[config.mk]
export PLATFORM = sky130hd
export DESIGN_NAME = ex_stage_flat
export DESIGN_NICKNAME = d
export VERILOG_FILES = /design/src/rtl/ex_stage_if.sv /design/src/rtl/ex_stage.sv /design/src/flat_wrapper.sv
export SDC_FILE = /design/constraint.sdc
export NUM_CORES = 1
export LEC_CHECK = 0
export ABC_AREA = 0
export CAP_MARGIN = 20
export CORE_MARGIN = 3
export CORE_UTILIZATION = 25
export CTS_CLUSTER_SIZE = 14
export DETAILED_ROUTE_END_ITERATION = 10
export GPL_ROUTABILITY_DRIVEN = 0
export HOLD_SLACK_MARGIN = 0.05
export PLACE_DENSITY_LB_ADDON = 0.05
export SLEW_MARGIN = 20
export SYNTH_ARGS = -nofsm -noshare
export SYNTH_HDL_FRONTEND = slang
export SYNTH_SLANG_ARGS = --single-unit
[constraint.sdc]
create_clock -name clk -period 6.81 [get_ports clk]
set_input_delay 0.681 -clock clk [delete_from_list [all_inputs] [get_ports clk]]
set_output_delay 0.681 -clock clk [all_outputs]
set_load 0.01 [all_outputs]
[src/rtl/ex_stage_if.sv]
// ex_stage_if: ID/EX -> EX -> EX/MEM signal bundle for the execute stage.
//   master : upstream/downstream side (drives ID/EX bundle, stall, flush;
//            receives stall_req and the registered sal_* EX/MEM outputs)
//   slave  : the execute stage itself
// Signals:
//   stall, flush                  pipeline control from the hazard unit
//   RegDst..RegWrite, AluOP       ID/EX control bits
//   data1, data2, sign_ex, add_pc ID/EX datapath values
//   rt_field, rd_field, funct     instruction fields
//   stall_req                     combinational freeze request (multiply)
//   sal_*                         registered EX/MEM contents
interface ex_stage_if #(
  parameter int unsigned WIDTH = 32
);
  logic             stall;
  logic             flush;
  logic             RegDst, ALUSrc, Branch, MemRead, MemWrite, MemtoReg, RegWrite;
  logic [2:0]       AluOP;
  logic [WIDTH-1:0] data1, data2, sign_ex, add_pc;
  logic [4:0]       rt_field, rd_field;
  logic [5:0]       funct;
  logic             stall_req;
  logic             sal_RegWrite, sal_MemtoReg, sal_MemWrite, sal_MemRead, sal_Branch;
  logic             sal_zero;
  logic [WIDTH-1:0] sal_alu_result, sal_data2, sal_branch_target;
  logic [4:0]       sal_write_reg;

  modport master (
    output stall, flush, RegDst, ALUSrc, Branch, MemRead, MemWrite, MemtoReg,
           RegWrite, AluOP, data1, data2, sign_ex, add_pc, rt_field, rd_field, funct,
    input  stall_req, sal_RegWrite, sal_MemtoReg, sal_MemWrite, sal_MemRead,
           sal_Branch, sal_zero, sal_alu_result, sal_data2, sal_branch_target,
           sal_write_reg
  );

  modport slave (
    input  stall, flush, RegDst, ALUSrc, Branch, MemRead, MemWrite, MemtoReg,
           RegWrite, AluOP, data1, data2, sign_ex, add_pc, rt_field, rd_field, funct,
    output stall_req, sal_RegWrite, sal_MemtoReg, sal_MemWrite, sal_MemRead,
           sal_Branch, sal_zero, sal_alu_result, sal_data2, sal_branch_target,
           sal_write_reg
  );
endinterface

[src/rtl/ex_stage.sv]
// ex_stage: MIPS execute stage. ALU control decode, operand select, ALU,
// branch-target add, destination-register select, and the EX/MEM register
// with stall/flush handling.
// Ports:
//   clk  rising-edge clock
//   rst  asynchronous active-high reset
//   bus  ex_stage_if.slave (ID/EX bundle in, stall/flush in,
//        stall_req and registered sal_* outputs out)
// Build option: define EX_MULT_EN to compile in the iterative shift-add
// multiplier (funct 011000) and its IDLE/MUL FSM. Without it, mult is an
// unknown funct (result 0) and stall_req is tied low.
module ex_stage #(
  parameter int unsigned WIDTH = 32
) (
  input  logic      clk,
  input  logic      rst,
  ex_stage_if.slave bus
);

  logic [WIDTH-1:0] op_a, op_b, alu_res, br_tgt;
  logic [4:0]       wr_sel;
  logic [4:0]       ctrl_live;  // {RegWrite, MemtoReg, MemWrite, MemRead, Branch}
  logic             slt_res;

  logic [4:0]       ctrl_q, ctrl_d;
  logic             zero_q, zero_d;
  logic [WIDTH-1:0] res_q, res_d, data2_q, data2_d, bt_q, bt_d;
  logic [4:0]       wr_q, wr_d;

  logic             do_load, do_bubble, stall_req;
  logic [WIDTH-1:0] fin_res;
  logic [4:0]       fin_ctrl, fin_wr;

  assign op_a      = bus.data1;
  assign op_b      = bus.ALUSrc ? bus.sign_ex : bus.data2;
  assign slt_res   = $signed(op_a) < $signed(op_b);
  assign br_tgt    = bus.add_pc + (bus.sign_ex << 2);
  assign wr_sel    = bus.RegDst ? bus.rd_field : bus.rt_field;
  assign ctrl_live = {bus.RegWrite, bus.MemtoReg, bus.MemWrite, bus.MemRead, bus.Branch};

  always_comb begin
    alu_res = '0;
    case (bus.AluOP)
      3'b000, 3'b111: alu_res = op_a + op_b;
      3'b001:         alu_res = op_a - op_b;
      3'b010: begin
        case (bus.funct)
          6'b100000: alu_res = op_a + op_b;
          6'b100010: alu_res = op_a - op_b;
          6'b100100: alu_res = op_a & op_b;
          6'b100101: alu_res = op_a | op_b;
          6'b100111: alu_res = ~(op_a | op_b);
          6'b101010: alu_res = {{(WIDTH-1){1'b0}}, slt_res};
          default:   alu_res = '0;
        endcase
      end
      3'b011:         alu_res = op_a & op_b;
      3'b100:         alu_res = op_a | op_b;
      3'b101:         alu_res = {{(WIDTH-1){1'b0}}, slt_res};
      3'b110:         alu_res = op_b << 16;
      default:        alu_res = '0;
    endcase
  end

`ifdef EX_MULT_EN
  typedef enum logic {S_IDLE, S_MUL} state_t;

  state_t           state_q, state_d;
  logic [4:0]       cnt_q, cnt_d;
  logic [WIDTH-1:0] mcand_q, mcand_d, mplier_q, mplier_d, acc_q, acc_d, acc_step;
  logic [4:0]       hctrl_q, hctrl_d, hwr_q, hwr_d;
  logic             is_mult;

  assign is_mult  = (bus.AluOP == 3'b010) && (bus.funct == 6'b011000);
  // Step result including the current multiplier bit; at cnt 31 this is
  // the complete low-word product, so the capture edge uses it directly.
  assign acc_step = acc_q + (mplier_q[0] ? mcand_q : '0);

  always_ff @(posedge clk or posedge rst) begin
    if (rst) begin
      state_q  <= S_IDLE;
      cnt_q    <= '0;
      mcand_q  <= '0;
      mplier_q <= '0;
      acc_q    <= '0;
      hctrl_q  <= '0;
      hwr_q    <= '0;
    end else begin
      state_q  <= state_d;
      cnt_q    <= cnt_d;
      mcand_q  <= mcand_d;
      mplier_q <= mplier_d;
      acc_q    <= acc_d;
      hctrl_q  <= hctrl_d;
      hwr_q    <= hwr_d;
    end
  end
`endif

  always_comb begin
    do_load   = 1'b0;
    do_bubble = 1'b0;
    stall_req = 1'b0;
    fin_res   = alu_res;
    fin_ctrl  = ctrl_live;
    fin_wr    = wr_sel;
`ifdef EX_MULT_EN
    state_d  = state_q;
    cnt_d    = cnt_q;
    mcand_d  = mcand_q;
    mplier_d = mplier_q;
    acc_d    = acc_q;
    hctrl_d  = hctrl_q;
    hwr_d    = hwr_q;

    case (state_q)
      S_IDLE: stall_req = is_mult && !bus.flush && !rst;
      S_MUL:  stall_req = (cnt_q != 5'd31) && !rst;
    endcase

    if (bus.flush) begin
      do_bubble = 1'b1;
      state_d   = S_IDLE;
      cnt_d     = '0;
    end else begin
      case (state_q)
        S_IDLE: begin
          if (is_mult) begin
            if (!bus.stall) begin
              state_d   = S_MUL;
              mcand_d   = bus.data1;
              mplier_d  = bus.data2;
              acc_d     = '0;
              cnt_d     = '0;
              hctrl_d   = ctrl_live;
              hwr_d     = wr_sel;
              do_bubble = 1'b1;
            end
          end else if (!bus.stall) begin
            do_load = 1'b1;
          end
        end
        S_MUL: begin
          // Stepping continues under stall; only the final capture waits.
          if (cnt_q != 5'd31) begin
            acc_d    = acc_step;
            mcand_d  = mcand_q << 1;
            mplier_d = mplier_q >> 1;
            cnt_d    = cnt_q + 5'd1;
          end else if (!bus.stall) begin
            fin_res  = acc_step;
            fin_ctrl = hctrl_q;
            fin_wr   = hwr_q;
            do_load  = 1'b1;
            state_d  = S_IDLE;
          end
        end
      endcase
    end
`else
    if (bus.flush) begin
      do_bubble = 1'b1;
    end else if (!bus.stall) begin
      do_load = 1'b1;
    end
`endif

    ctrl_d  = ctrl_q;
    zero_d  = zero_q;
    res_d   = res_q;
    data2_d = data2_q;
    bt_d    = bt_q;
    wr_d    = wr_q;
    if (do_bubble) begin
      ctrl_d = '0;
      zero_d = 1'b0;
    end else if (do_load) begin
      ctrl_d  = fin_ctrl;
      res_d   = fin_res;
      zero_d  = (fin_res == '0);
      data2_d = bus.data2;
      bt_d    = br_tgt;
      wr_d    = fin_wr;
    end
  end

  always_ff @(posedge clk or posedge rst) begin
    if (rst) begin
      ctrl_q  <= '0;
      zero_q  <= 1'b0;
      res_q   <= '0;
      data2_q <= '0;
      bt_q    <= '0;
      wr_q    <= '0;
    end else begin
      ctrl_q  <= ctrl_d;
      zero_q  <= zero_d;
      res_q   <= res_d;
      data2_q <= data2_d;
      bt_q    <= bt_d;
      wr_q    <= wr_d;
    end
  end

  assign bus.stall_req         = stall_req;
  assign bus.sal_RegWrite      = ctrl_q[4];
  assign bus.sal_MemtoReg      = ctrl_q[3];
  assign bus.sal_MemWrite      = ctrl_q[2];
  assign bus.sal_MemRead       = ctrl_q[1];
  assign bus.sal_Branch        = ctrl_q[0];
  assign bus.sal_zero          = zero_q;
  assign bus.sal_alu_result    = res_q;
  assign bus.sal_data2         = data2_q;
  assign bus.sal_branch_target = bt_q;
  assign bus.sal_write_reg     = wr_q;

endmodule

[src/flat_wrapper.sv]
// flat-port wrapper written by rule: the top's interface ports become plain ports
module ex_stage_flat 
#(
  parameter int unsigned WIDTH = 32
)
  (clk, rst, bus_stall, bus_flush, bus_RegDst, bus_ALUSrc, bus_Branch, bus_MemRead, bus_MemWrite, bus_MemtoReg, bus_RegWrite, bus_AluOP, bus_data1, bus_data2, bus_sign_ex, bus_add_pc, bus_rt_field, bus_rd_field, bus_funct, bus_stall_req, bus_sal_RegWrite, bus_sal_MemtoReg, bus_sal_MemWrite, bus_sal_MemRead, bus_sal_Branch, bus_sal_zero, bus_sal_alu_result, bus_sal_data2, bus_sal_branch_target, bus_sal_write_reg);
  ex_stage_if #(.WIDTH(WIDTH)) bus_i ();
  input  logic clk;
  input  logic rst;
  input wire logic [$bits(bus_i.stall)-1:0] bus_stall;
  input wire logic [$bits(bus_i.flush)-1:0] bus_flush;
  input wire logic [$bits(bus_i.RegDst)-1:0] bus_RegDst;
  input wire logic [$bits(bus_i.ALUSrc)-1:0] bus_ALUSrc;
  input wire logic [$bits(bus_i.Branch)-1:0] bus_Branch;
  input wire logic [$bits(bus_i.MemRead)-1:0] bus_MemRead;
  input wire logic [$bits(bus_i.MemWrite)-1:0] bus_MemWrite;
  input wire logic [$bits(bus_i.MemtoReg)-1:0] bus_MemtoReg;
  input wire logic [$bits(bus_i.RegWrite)-1:0] bus_RegWrite;
  input wire logic [$bits(bus_i.AluOP)-1:0] bus_AluOP;
  input wire logic [$bits(bus_i.data1)-1:0] bus_data1;
  input wire logic [$bits(bus_i.data2)-1:0] bus_data2;
  input wire logic [$bits(bus_i.sign_ex)-1:0] bus_sign_ex;
  input wire logic [$bits(bus_i.add_pc)-1:0] bus_add_pc;
  input wire logic [$bits(bus_i.rt_field)-1:0] bus_rt_field;
  input wire logic [$bits(bus_i.rd_field)-1:0] bus_rd_field;
  input wire logic [$bits(bus_i.funct)-1:0] bus_funct;
  output wire logic [$bits(bus_i.stall_req)-1:0] bus_stall_req;
  output wire logic [$bits(bus_i.sal_RegWrite)-1:0] bus_sal_RegWrite;
  output wire logic [$bits(bus_i.sal_MemtoReg)-1:0] bus_sal_MemtoReg;
  output wire logic [$bits(bus_i.sal_MemWrite)-1:0] bus_sal_MemWrite;
  output wire logic [$bits(bus_i.sal_MemRead)-1:0] bus_sal_MemRead;
  output wire logic [$bits(bus_i.sal_Branch)-1:0] bus_sal_Branch;
  output wire logic [$bits(bus_i.sal_zero)-1:0] bus_sal_zero;
  output wire logic [$bits(bus_i.sal_alu_result)-1:0] bus_sal_alu_result;
  output wire logic [$bits(bus_i.sal_data2)-1:0] bus_sal_data2;
  output wire logic [$bits(bus_i.sal_branch_target)-1:0] bus_sal_branch_target;
  output wire logic [$bits(bus_i.sal_write_reg)-1:0] bus_sal_write_reg;
  assign bus_i.stall = bus_stall;
  assign bus_i.flush = bus_flush;
  assign bus_i.RegDst = bus_RegDst;
  assign bus_i.ALUSrc = bus_ALUSrc;
  assign bus_i.Branch = bus_Branch;
  assign bus_i.MemRead = bus_MemRead;
  assign bus_i.MemWrite = bus_MemWrite;
  assign bus_i.MemtoReg = bus_MemtoReg;
  assign bus_i.RegWrite = bus_RegWrite;
  assign bus_i.AluOP = bus_AluOP;
  assign bus_i.data1 = bus_data1;
  assign bus_i.data2 = bus_data2;
  assign bus_i.sign_ex = bus_sign_ex;
  assign bus_i.add_pc = bus_add_pc;
  assign bus_i.rt_field = bus_rt_field;
  assign bus_i.rd_field = bus_rd_field;
  assign bus_i.funct = bus_funct;
  assign bus_stall_req = bus_i.stall_req;
  assign bus_sal_RegWrite = bus_i.sal_RegWrite;
  assign bus_sal_MemtoReg = bus_i.sal_MemtoReg;
  assign bus_sal_MemWrite = bus_i.sal_MemWrite;
  assign bus_sal_MemRead = bus_i.sal_MemRead;
  assign bus_sal_Branch = bus_i.sal_Branch;
  assign bus_sal_zero = bus_i.sal_zero;
  assign bus_sal_alu_result = bus_i.sal_alu_result;
  assign bus_sal_data2 = bus_i.sal_data2;
  assign bus_sal_branch_target = bus_i.sal_branch_target;
  assign bus_sal_write_reg = bus_i.sal_write_reg;
  ex_stage #(.WIDTH(WIDTH)) u_core (.clk(clk), .rst(rst), .bus(bus_i));
endmodule
==> impl_metrics.py <==
metrics = {
    "sta": {
        "fin_worst_skew_ns": 0,
        "setup_viol": 0,
        "fin_ws_ns": 1.18,
        "slew_viol_final": 0,
        "period_share_pct": 82.7,
        "finalHoldViolCount": 0,
        "fmax_mhz": 178,
        "rsz0062_at_grt": "false",
        "min_period_ns": 5.63,
        "fin_tns_setup_ns": 0,
        "tightest_slew_ns": 1.14,
        "slew_headroom_pct": 22.1,
    },
    "placement": {
        "dpl.hpwl_um": 47600,
        "portBuffers": 264,
        "pre_cts_slack_ns": 1.02,
    },
    "setup_path": {
        "path_max_fanout": 5,
        "r2r_cells": 3,
        "crit_arrival_ns": 5.93,
        "cp.required_ns": 7.11,
        "r2r-start": "u_core.bus.sal_branch_target[31]$_DFFE_PP0P_",
        "end_kind": "register",
        "critPathLaunchType": "input port",
        "r2r_slack_ns": 5.81,
        "path_class": "in -> reg",
        "r2r-end": "u_core.bus.sal_branch_target[31]$_DFFE_PP0P_",
    },
    "synth": {
        "synth_area_leaders": "dfrtp_1 22%, ha_1 13%, nand2_1 7.7%, o21ai_0 4.7%, a21oi_1 4.6%",
        "synth.distinct_cells": 84,
        "yosysMostFrequentCell": "nand2_1",
        "synth_top_area_share_pct": 22.2,
        "yosysWarnings": 0,
        "async_flop_share_pct": 100,
        "synthTopCellsByCount": "246 x nand2_1, 128 x ha_1, 113 x o21ai_0, 110 x a21oi_1, 107 x dfrtp_1",
        "synthFlopType": "dfrtp_1",
        "yosysSeqAreaShare_pct": 22.2,
        "syn_avg_cell_area_um2": 7.59,
        "syn_inst": 1589,
        "synth-seq-cells": 107,
        "syn_area_um2": 12100,
        "synth_largest_area_cell": "dfrtp_1",
        "syn-num-nets": 1878,
        "synth-edff-count": 0,
    },
    "clocking": {
        "postCtsSetupBuffers": 0,
        "post_cts_resized": 0,
        "cts_tree": "yes",
        "path_clk_slew_ns": 0.07,
        "cts_max_path_buffers": 2,
        "hold_buffers": 0,
        "root_buffer": "clkbuf_16",
        "h-tree-depth": 3,
        "cts_made_buffers": 9,
        "clk_latency_ns": 0.38,
        "cts_num_sinks": 107,
    },
    "route": {
        "drt-met1-wl_um": 28200,
        "antenna_left": 0,
        "drt-total-wl_um": 59100,
        "highest_layer": "met5",
        "vias": 13102,
        "wl_met3_um": 3820,
        "wl_per_cell_um": 24.5,
        "drt_pass1_iterations": 6,
        "drt_iter0_markers": 1092,
        "route.met2.wl_um": 25600,
        "vias_per_cell": 5.42,
        "drc": 0,
    },
    "pwr": {
        "swShare_pct": 41.8,
        "intPower_uw": 1630,
        "p_leak_uw": 0.00682,
        "switchingPower_uw": 1170,
        "clkPwrFrac_pct": 19.6,
        "vdd_drop_max_mv": 0.115,
        "combPwrFrac_pct": 51.9,
        "seqPwrFrac_pct": 28.5,
        "cellPowerDensity_nw_per_um2": 180,
    },
    "grt": {
        "grt_pass1_wl_um": 85700,
        "grt_max_degree": 88,
        "grt_pass1_vias": 12541,
        "gr-total-overflow": 0,
        "antenna_found_initial": 3,
        "grt_usage_pct": 22.5,
    },
    "final_layout": {
        "synthToLayoutAreaGrowth_pct": 29.5,
        "fin_util_pct": 33.2,
        "nNetsFinal": 2091,
        "fillers": 5058,
        "drive_gt1_share_pct": 4.76,
    },
    "hold_path": {
        "hold_depth": 2,
        "hp-class": "reg -> reg",
        "whs_endpoint": "u_core.bus.sal_data2[0]$_DFFE_PP0P_",
        "hold_start": "u_core.bus.sal_data2[0]$_DFFE_PP0P_",
    },
    "die": {
        "num_io_pins": 266,
        "coreArea_um2": 47100,
        "die_y_um": 226,
        "die_x_um": 226,
        "initial_utilization_pct": 25.6,
        "rows": 79,
        "die_area_um2": 50900,
    },
    "flow_run": {
        "drv_cap": 0,
    },
    "run_status": {
        "outcome": "completed",
    },
}
==> stage by stage <==
step           hold WS, ns  area, um2  power, uW  std cells
2_1_floorplan        0.514      12100       1580       1589
3_3_place_gp         0.458      15300       2260       2398
3_5_place_dp         0.462      15300       2260       2398
4_1_cts              0.480      15600       2830       2414
5_1_grt              0.492      15600       2990       2415
6_report             0.474      15600       2810       2416
==> per-layer routing <==
metal  GRT usage [%]  up-vias
met4            6.31        2
met5               0        -
met2            34.1      534
met3            3.51       72
li1                -     6150
met1            33.0     6344
==> cell usage in the layout (no fill, tap or decap), types with 14 or more instances in the layout <==
| cell type | n |
|---|---|
| clkdlybuf4s50_1 | 262 |
| mux2_2 | 14 |
| nand3_1 | 23 |
| o221ai_1 | 14 |
| buf_4 | 27 |
| nor2_1 | 104 |
| o21ai_0 | 113 |
| dfrtp_1 | 107 |
| and3_1 | 15 |
| ha_1 | 128 |
| nand2_1 | 246 |
| inv_1 | 103 |
| o22ai_1 | 19 |
| a211oi_1 | 14 |
| o211ai_1 | 19 |
| mux2i_1 | 34 |
| xnor2_1 | 52 |
| a22oi_1 | 17 |
| nand2b_1 | 21 |
| nor3_1 | 27 |
| o21bai_1 | 16 |
| a21oi_1 | 110 |
| nor4_1 | 14 |
| a221oi_1 | 20 |
| nand4_1 | 17 |
| xor2_1 | 16 |
| o31ai_1 | 18 |
| a21o_1 | 25 |
==> cells by family after synthesis <==
kind of cell,synth area share (%)
simple gates,20.2
compound gates,28.3
buf+inv,6.31
fa+ha+maj,13.8
flops,22.2
xor+xnor,4.94
mux,4.22
other cells,0.0311
==> how the worst max path moves through the flow <==
stage | start | end
after global routing | bus_sign_ex[0] | u_core.bus.sal_zero$_DFFE_PP0P_
final | bus_sign_ex[0] | u_core.bus.sal_zero$_DFFE_PP0P_
after detailed placement | bus_sign_ex[0] | u_core.bus.sal_zero$_DFFE_PP0P_
after global placement | bus_AluOP[1] | u_core.bus.sal_zero$_DFFE_PP0P_
after CTS | bus_sign_ex[0] | u_core.bus.sal_zero$_DFFE_PP0P_
after floorplan | bus_ALUSrc | u_core.bus.sal_zero$_DFFE_PP0P_
==> power by group through the flow <==
stage          registers, uW  logic, uW  clock network [uW]
6_report                 800       1460                 552
3_5_place_dp             815       1440                   0
2_1_floorplan            862        719                   0
4_1_cts                  803       1450                 580
3_3_place_gp             811       1450                   0
5_1_grt                  816       1580                 598
==> final cells by class <==
class | count | area [um2] | share of cell area (%)
Tap cell | 607 | 759 | 4.86
Timing Repair Buffer | 291 | 2840 | 18.2
Clock inverter | 5 | 42.5 | 0.272
Sequential cell | 107 | 2680 | 17.1
Antenna cell | 2 | 5.00 | 0.0321
Inverter | 107 | 404 | 2.59
Multi-Input combinational cell | 1286 | 8640 | 55.3
Clock buffer | 11 | 253 | 1.62
==> worst max-delay path, cell delays in order <==
cell	delay [ns]
clkdlybuf4s50_1	0.44
mux2i_1	0.51
inv_1	0.13
ha_1	0.26
fa_1	0.46
or2_1	0.29
a221oi_1	0.53
o211ai_1	0.23
a31oi_1	0.51
nor2_1	0.08
a211o_1	0.29
a222oi_1	0.44
nand4_1	0.15
nor4_1	0.53
nand4_1	0.22
o21ai_1	0.17
No activity file was read; power rests on OpenSTA's default activity.
